## src/rtl/uart_rx_fifo.sv

```systemverilog
// Oversampling UART receiver with majority-vote bit decisions,
// configurable framing, break detection and a FWFT receive FIFO.
module uart_rx_fifo #(
  parameter int CLOCK_DIVISOR_WIDTH = 24,
  parameter int OVERSAMPLE = 16,
  parameter int FIFO_DEPTH = 8,
  parameter int SYNC_STAGES = 2
) (
  input  logic clk,
  input  logic rst,
  input  logic rx,
  input  logic [1:0] dataBits,
  input  logic hasParity,
  input  logic [1:0] parityMode,
  input  logic extraStopBit,
  input  logic [CLOCK_DIVISOR_WIDTH-1:0] clockDivisor,
  output logic [7:0] rdData,
  output logic rdParityErr,
  output logic rdFramingErr,
  output logic rdBreak,
  output logic rdValid,
  input  logic rdReady,
  output logic [$clog2(FIFO_DEPTH):0] fifoCount,
  output logic overflow,
  input  logic clearOverflow,
  output logic busy
);

  localparam int DW = CLOCK_DIVISOR_WIDTH;
  localparam int SW = $clog2(OVERSAMPLE);
  localparam int AW = $clog2(FIFO_DEPTH);
  localparam int CW = AW + 1;
  localparam logic [SW-1:0] S_A = SW'(OVERSAMPLE / 2 - 1);
  localparam logic [SW-1:0] S_B = SW'(OVERSAMPLE / 2);
  localparam logic [SW-1:0] S_C = SW'(OVERSAMPLE / 2 + 1);
  localparam logic [SW-1:0] S_LAST = SW'(OVERSAMPLE - 1);
  localparam logic [SW-1:0] S_ONE = SW'(1);
  localparam logic [DW-1:0] D_ONE = DW'(1);
  localparam logic [AW-1:0] A_ONE = AW'(1);
  localparam logic [CW-1:0] C_ONE = CW'(1);
  localparam logic [CW-1:0] C_FULL = CW'(FIFO_DEPTH);

  typedef enum logic [2:0] {
    IDLE, START, DATA, PARITY, STOP1, STOP2, BRKWAIT
  } state_t;

  logic [SYNC_STAGES-1:0] syncQ;
  logic rxS;

  always_ff @(posedge clk) begin
    if (rst) syncQ <= '1;
    else syncQ <= {syncQ[SYNC_STAGES-2:0], rx};
  end

  assign rxS = syncQ[SYNC_STAGES-1];

  state_t state;
  logic [DW-1:0] divCnt;
  logic [SW-1:0] sampleCnt;
  logic s0, s1;
  logic [1:0] cfgBits, cfgMode;
  logic cfgPar, cfgStop2;
  logic [7:0] shiftReg;
  logic [2:0] bitIdx;
  logic parAcc, allZero, pErr, fErr;
  logic pushReq;
  logic [10:0] pushWord;

  logic inFrame, tick, decide, vote, expPar;
  logic stopFe, stopZero;
  logic [2:0] lastIdx;

  assign inFrame = (state == START) || (state == DATA) ||
                   (state == PARITY) || (state == STOP1) ||
                   (state == STOP2);
  assign tick = inFrame && (divCnt == clockDivisor);
  assign decide = tick && (sampleCnt == S_C);
  assign vote = (s0 & s1) | (s0 & rxS) | (s1 & rxS);
  assign lastIdx = {1'b0, cfgBits} + 3'd4;
  assign stopFe = fErr | ~vote;
  assign stopZero = allZero & ~vote;

  always_comb begin
    expPar = 1'b0;
    unique case (cfgMode)
      2'b01: expPar = parAcc;
      2'b10: expPar = ~parAcc;
      2'b11: expPar = 1'b1;
      default: expPar = 1'b0;
    endcase
  end

  // Counters are frozen at zero outside a frame so tick phase
  // lines up with the start edge.
  always_ff @(posedge clk) begin
    if (rst) begin
      state <= IDLE;
      divCnt <= '0;
      sampleCnt <= '0;
      s0 <= 1'b0;
      s1 <= 1'b0;
      cfgBits <= '0;
      cfgMode <= '0;
      cfgPar <= 1'b0;
      cfgStop2 <= 1'b0;
      shiftReg <= '0;
      bitIdx <= '0;
      parAcc <= 1'b0;
      allZero <= 1'b0;
      pErr <= 1'b0;
      fErr <= 1'b0;
      pushReq <= 1'b0;
      pushWord <= '0;
    end else begin
      pushReq <= 1'b0;
      if (!inFrame || tick) divCnt <= '0;
      else divCnt <= divCnt + D_ONE;
      if (!inFrame) sampleCnt <= '0;
      else if (tick) begin
        if (sampleCnt == S_LAST) sampleCnt <= '0;
        else sampleCnt <= sampleCnt + S_ONE;
      end
      if (tick && sampleCnt == S_A) s0 <= rxS;
      if (tick && sampleCnt == S_B) s1 <= rxS;
      unique case (state)
        IDLE: begin
          if (!rxS) begin
            cfgBits <= dataBits;
            cfgMode <= parityMode;
            cfgPar <= hasParity;
            cfgStop2 <= extraStopBit;
            shiftReg <= '0;
            bitIdx <= '0;
            parAcc <= 1'b0;
            allZero <= 1'b1;
            pErr <= 1'b0;
            fErr <= 1'b0;
            state <= START;
          end
        end
        START: begin
          if (decide) state <= vote ? IDLE : DATA;
        end
        DATA: begin
          if (decide) begin
            shiftReg[bitIdx] <= vote;
            parAcc <= parAcc ^ vote;
            allZero <= allZero & ~vote;
            bitIdx <= bitIdx + 3'd1;
            if (bitIdx == lastIdx) state <= cfgPar ? PARITY : STOP1;
          end
        end
        PARITY: begin
          if (decide) begin
            pErr <= (vote != expPar);
            allZero <= allZero & ~vote;
            state <= STOP1;
          end
        end
        STOP1, STOP2: begin
          if (decide) begin
            if (state == STOP1 && cfgStop2) begin
              fErr <= stopFe;
              allZero <= stopZero;
              state <= STOP2;
            end else begin
              pushReq <= 1'b1;
              if (stopZero) begin
                pushWord <= {1'b1, 1'b1, 1'b0, 8'h00};
                state <= BRKWAIT;
              end else begin
                pushWord <= {1'b0, stopFe, pErr, shiftReg};
                state <= IDLE;
              end
            end
          end
        end
        BRKWAIT: begin
          if (rxS) state <= IDLE;
        end
        default: state <= IDLE;
      endcase
    end
  end

  assign busy = (state != IDLE);

  logic [10:0] mem [FIFO_DEPTH];
  logic [AW-1:0] wrPtr, rdPtr;
  logic [CW-1:0] count;
  logic full, pop, doWrite, drop;
  logic [10:0] head;

  assign full = (count == C_FULL);
  assign pop = rdValid && rdReady;
  assign doWrite = pushReq && (!full || pop);
  assign drop = pushReq && full && !pop;

  always_ff @(posedge clk) begin
    if (!rst && doWrite) mem[wrPtr] <= pushWord;
  end

  always_ff @(posedge clk) begin
    if (rst) begin
      wrPtr <= '0;
      rdPtr <= '0;
      count <= '0;
      overflow <= 1'b0;
    end else begin
      if (doWrite) wrPtr <= wrPtr + A_ONE;
      if (pop) rdPtr <= rdPtr + A_ONE;
      unique case ({doWrite, pop})
        2'b10: count <= count + C_ONE;
        2'b01: count <= count - C_ONE;
        default: count <= count;
      endcase
      // A drop in the same cycle as a clear must stay visible.
      if (drop) overflow <= 1'b1;
      else if (clearOverflow) overflow <= 1'b0;
    end
  end

  assign rdValid = (count != '0);
  assign fifoCount = count;
  assign head = rdValid ? mem[rdPtr] : '0;
  assign rdData = head[7:0];
  assign rdParityErr = head[8];
  assign rdFramingErr = head[9];
  assign rdBreak = head[10];

endmodule

```

## config.mk

```make
export PLATFORM = sky130hd
export DESIGN_NAME = uart_rx_fifo
export DESIGN_NICKNAME = d
export VERILOG_FILES = /design/src/rtl/uart_rx_fifo.sv
export SDC_FILE = /design/constraint.sdc
export NUM_CORES = 1
export LEC_CHECK = 0
export ABC_AREA = 1
export BUFFER_PORTS_ARGS = -buffer_cell sky130_fd_sc_hd__buf_2
export CAP_MARGIN = 40
export CORE_MARGIN = 2
export CORE_UTILIZATION = 30
export CTS_BUF_LIST = sky130_fd_sc_hd__clkbuf_8
export CTS_CLUSTER_DIAMETER = 50
export CTS_CLUSTER_SIZE = 8
export DETAILED_ROUTE_END_ITERATION = 10
export PLACE_DENSITY_LB_ADDON = 0.25
export SYNTH_ARGS = -nofsm -noshare
export SYNTH_HDL_FRONTEND = slang
export SYNTH_SLANG_ARGS = --single-unit
```

## constraint.sdc

```tcl
create_clock -name clk -period 2.8 [get_ports clk]
set_input_delay 0.56 -clock clk [delete_from_list [all_inputs] [get_ports clk]]
set_output_delay 0.56 -clock clk [all_outputs]
set_load 0.01 [all_outputs]
```

==> out/qor.csv <==
metric,value,unit
Reg2Reg Depth,13,
sequential-to-total area share from yosys stat,56.0,%
Starting Density,30.4,%
hold path start,rx,
Ant. Diodes,0,
"top cells by area, synth","edfxtp_1 (35%), dfxtp_1 (21%), nor2_1 (6.4%)",
clk buf depth,2,
r2r setup slk,0.71,ns
hpwl dp,11400,um
Synth async-reset ratio,0,%
Fin. Hold Viols,0,
main combinational cell family by area after synthesis,simple AND/OR/NAND/NOR gates,
RR Endpoint,fifoCount[3],
status,completed,
Hold EP,syncQ[0],
final slew viol count,0,
Ys Warns,0,
power per cell area,847,nW/um2
CTS Root Cell,clkbuf_8,
WS Path Type,reg -> out,
post-synthesis simple-gate area fraction,20.8,%
final WL,17200,um
Worst Path Required,2.24,ns
Mapped Nets,900,
worst skew pair latency,0.47,ns
"flops & latches, synth",170,
final core occ,35.2,%
Rel. slew slack,58.1,%
vias in the first global route,5477,
die height,164,um
total gr overflow,0,
CTS tree,done,
"EDFF count, synth",88,
Post-synth top flop,edfxtp_1,
Hold Path Cell Cnt,2,
synthesized area,7640,um2
Setup crit end kind,output port,
# rows,58,
adder-cell share of the synthesized area,1.47,%
Worst-path clk slew,0.10,ns
DRT iter0 DRCs,330,
most instantiated cells after synthesis,"nor2_1 (131), nand2_1 (123), o21ai_0 (93)",
area grow syn2layout,15.5,%
Hold Path Class,in -> reg,
final net count,965,
xor/xnor share of the synthesized area,3.32,%
CORE AREA,25100,um2
"count leader, synth",nor2_1,
initial antenna violation count,0,
routed vias,5796,
CTS Buf Count,17,
"critical path fanouts, max",30,
Vias per Instance,4.59,
Peak VDD IR,0.413,mV
Mapped Cells,856,
Final Cycle Share,93.1,%
layout cells sized above 1,15.3,%
die area,26800,um2
Tmin final,2.61,ns
FF-to-FF Start,fifoCount[1],
Synth area leader,edfxtp_1,
GR Util All Layers,13.5,%
RSZ-0062 raised after global routing,false,
setup_tns,0,ns
Avg Synthesized Cell Area,8.93,um2
DR WL/cell,13.6,um
setup violators final,0,
I/O Buffers,52,
drt first pass iters,4,
remaining antenna violation count,0,
post-synthesis compound-gate area fraction,12.7,%
Yosys top cell area share,34.6,%
first-pass GRT wire length,28200,um
Yosys cell types,40,
multiplexer share of the synthesized area,0,%
Fin Clk Skew,0.0226,ns
Final Power,7480,uW
Worst Tran Pin Value,0.628,ns
Lkg Pwr,0.00339,uW
GPL Wtd Cong,0.772,
io pins,53,
H-tree depth,4,
maxcap violations,0,
clock sink count,170,
crit path DAT,2.05,ns
largest net degree at the start of global routing,45,
startpoint types,flip-flop,
Fmax,384,MHz
Die W,164,um
Remaining DRCs,0,
==> registers in the layout, summed over array words and instances (netlist names), 2 cells and up, named ones only <==
| register | cells |
|---|---|
| bitIdx | 3 |
| sampleCnt | 4 |
| syncQ | 2 |
| fifoCount | 4 |
| cfgMode | 2 |
| state | 3 |
| wrPtr | 3 |
| divCnt | 24 |
| pushWord | 11 |
| mem | 88 |
| cfgBits | 2 |
| rdPtr | 3 |
| shiftReg | 8 |
==> placed cells by master (no fill, tap or decap), types with 14 or more instances in the layout <==
cell and count:
nor2_1 131, nand4_1 14, edfxtp_1 88, clkbuf_8 17
xnor2_1 19, nand3_1 34, buf_4 21, o21ai_0 92
inv_1 73, a21oi_1 49, buf_2 52, nand2_1 123
nor3_1 21, dfxtp_1 82
==> cells by family (layout without fill, tap and decap cells) <==
kind of cell | after synthesis | count (layout)
compound gates | 183 | 183
xor+xnor | 29 | 29
fa+ha+maj | 9 | 9
buf+inv | 110 | 188
flops | 170 | 170
simple gates | 355 | 355
==> critical path, cell delays in order (launching register included) <==
cell and delay (ns):
dfxtp_1 0.36, buf_4 0.33, o21ai_0 0.15, o22ai_1 0.32
o21ai_0 0.12, a31oi_1 0.16, buf_2 0.15
==> layout make-up <==
| cell class | count | area, um2 |
|---|---|---|
| Tap cell | 330 | 413 |
| Clock buffer | 17 | 234 |
| Clock inverter | 15 | 195 |
| Multi-Input combinational cell | 576 | 2930 |
| Timing Repair Buffer | 76 | 474 |
| Inverter | 80 | 304 |
| Sequential cell | 170 | 4280 |
| Fill cell | 2612 | 16300 |
==> routing by layer <==
metal	vias up	GRT usage, %	wire length [um]
met5	-	0	0
met4	0	4.47	171
met3	10	2.89	624
met2	97	20.9	7590
met1	2662	18.8	8860
li1	3027	-	-
==> timing repair <==
item	4_1_cts	5_1_grt
hold buffers	0	0
buffers inserted	0	1
endpoints found under the setup margin	0	10
resized for setup	0	4
==> per-stage QoR <==
step / hold slack, ns / area, um2 / setup slack [ns] / instances
2_1_floorplan: 0.389 / 7640 / 0.458 / 856
3_3_place_gp: 0.436 / 8360 / 0.554 / 1230
3_5_place_dp: 0.423 / 8360 / 0.551 / 1230
4_1_cts: 0.244 / 8790 / 0.0874 / 1262
5_1_grt: 0.247 / 8830 / 0.0348 / 1264
6_report: 0.290 / 8830 / 0.194 / 1264
==> worst max-delay path by stage <==
stage,cells after the start,startpoint,slack (ns),to
after floorplan,8,rdReady,0.46,mem[0][0]
after global placement,14,rdReady,0.55,fifoCount[2]
after detailed placement,14,rdReady,0.55,fifoCount[2]
after CTS,7,fifoCount[1],0.09,rdData[3]
after global routing,8,flip-flop,0.03,rdData[2]
final,6,flip-flop,0.19,rdParityErr
==> report_power, final <==
group	leakage (uW)	switching [uW]	internal, uW
clock network	0.000213	1060	774
logic	0.00159	1800	1000
registers	0.00158	126	2720
(Power assumes the default switching activity.)
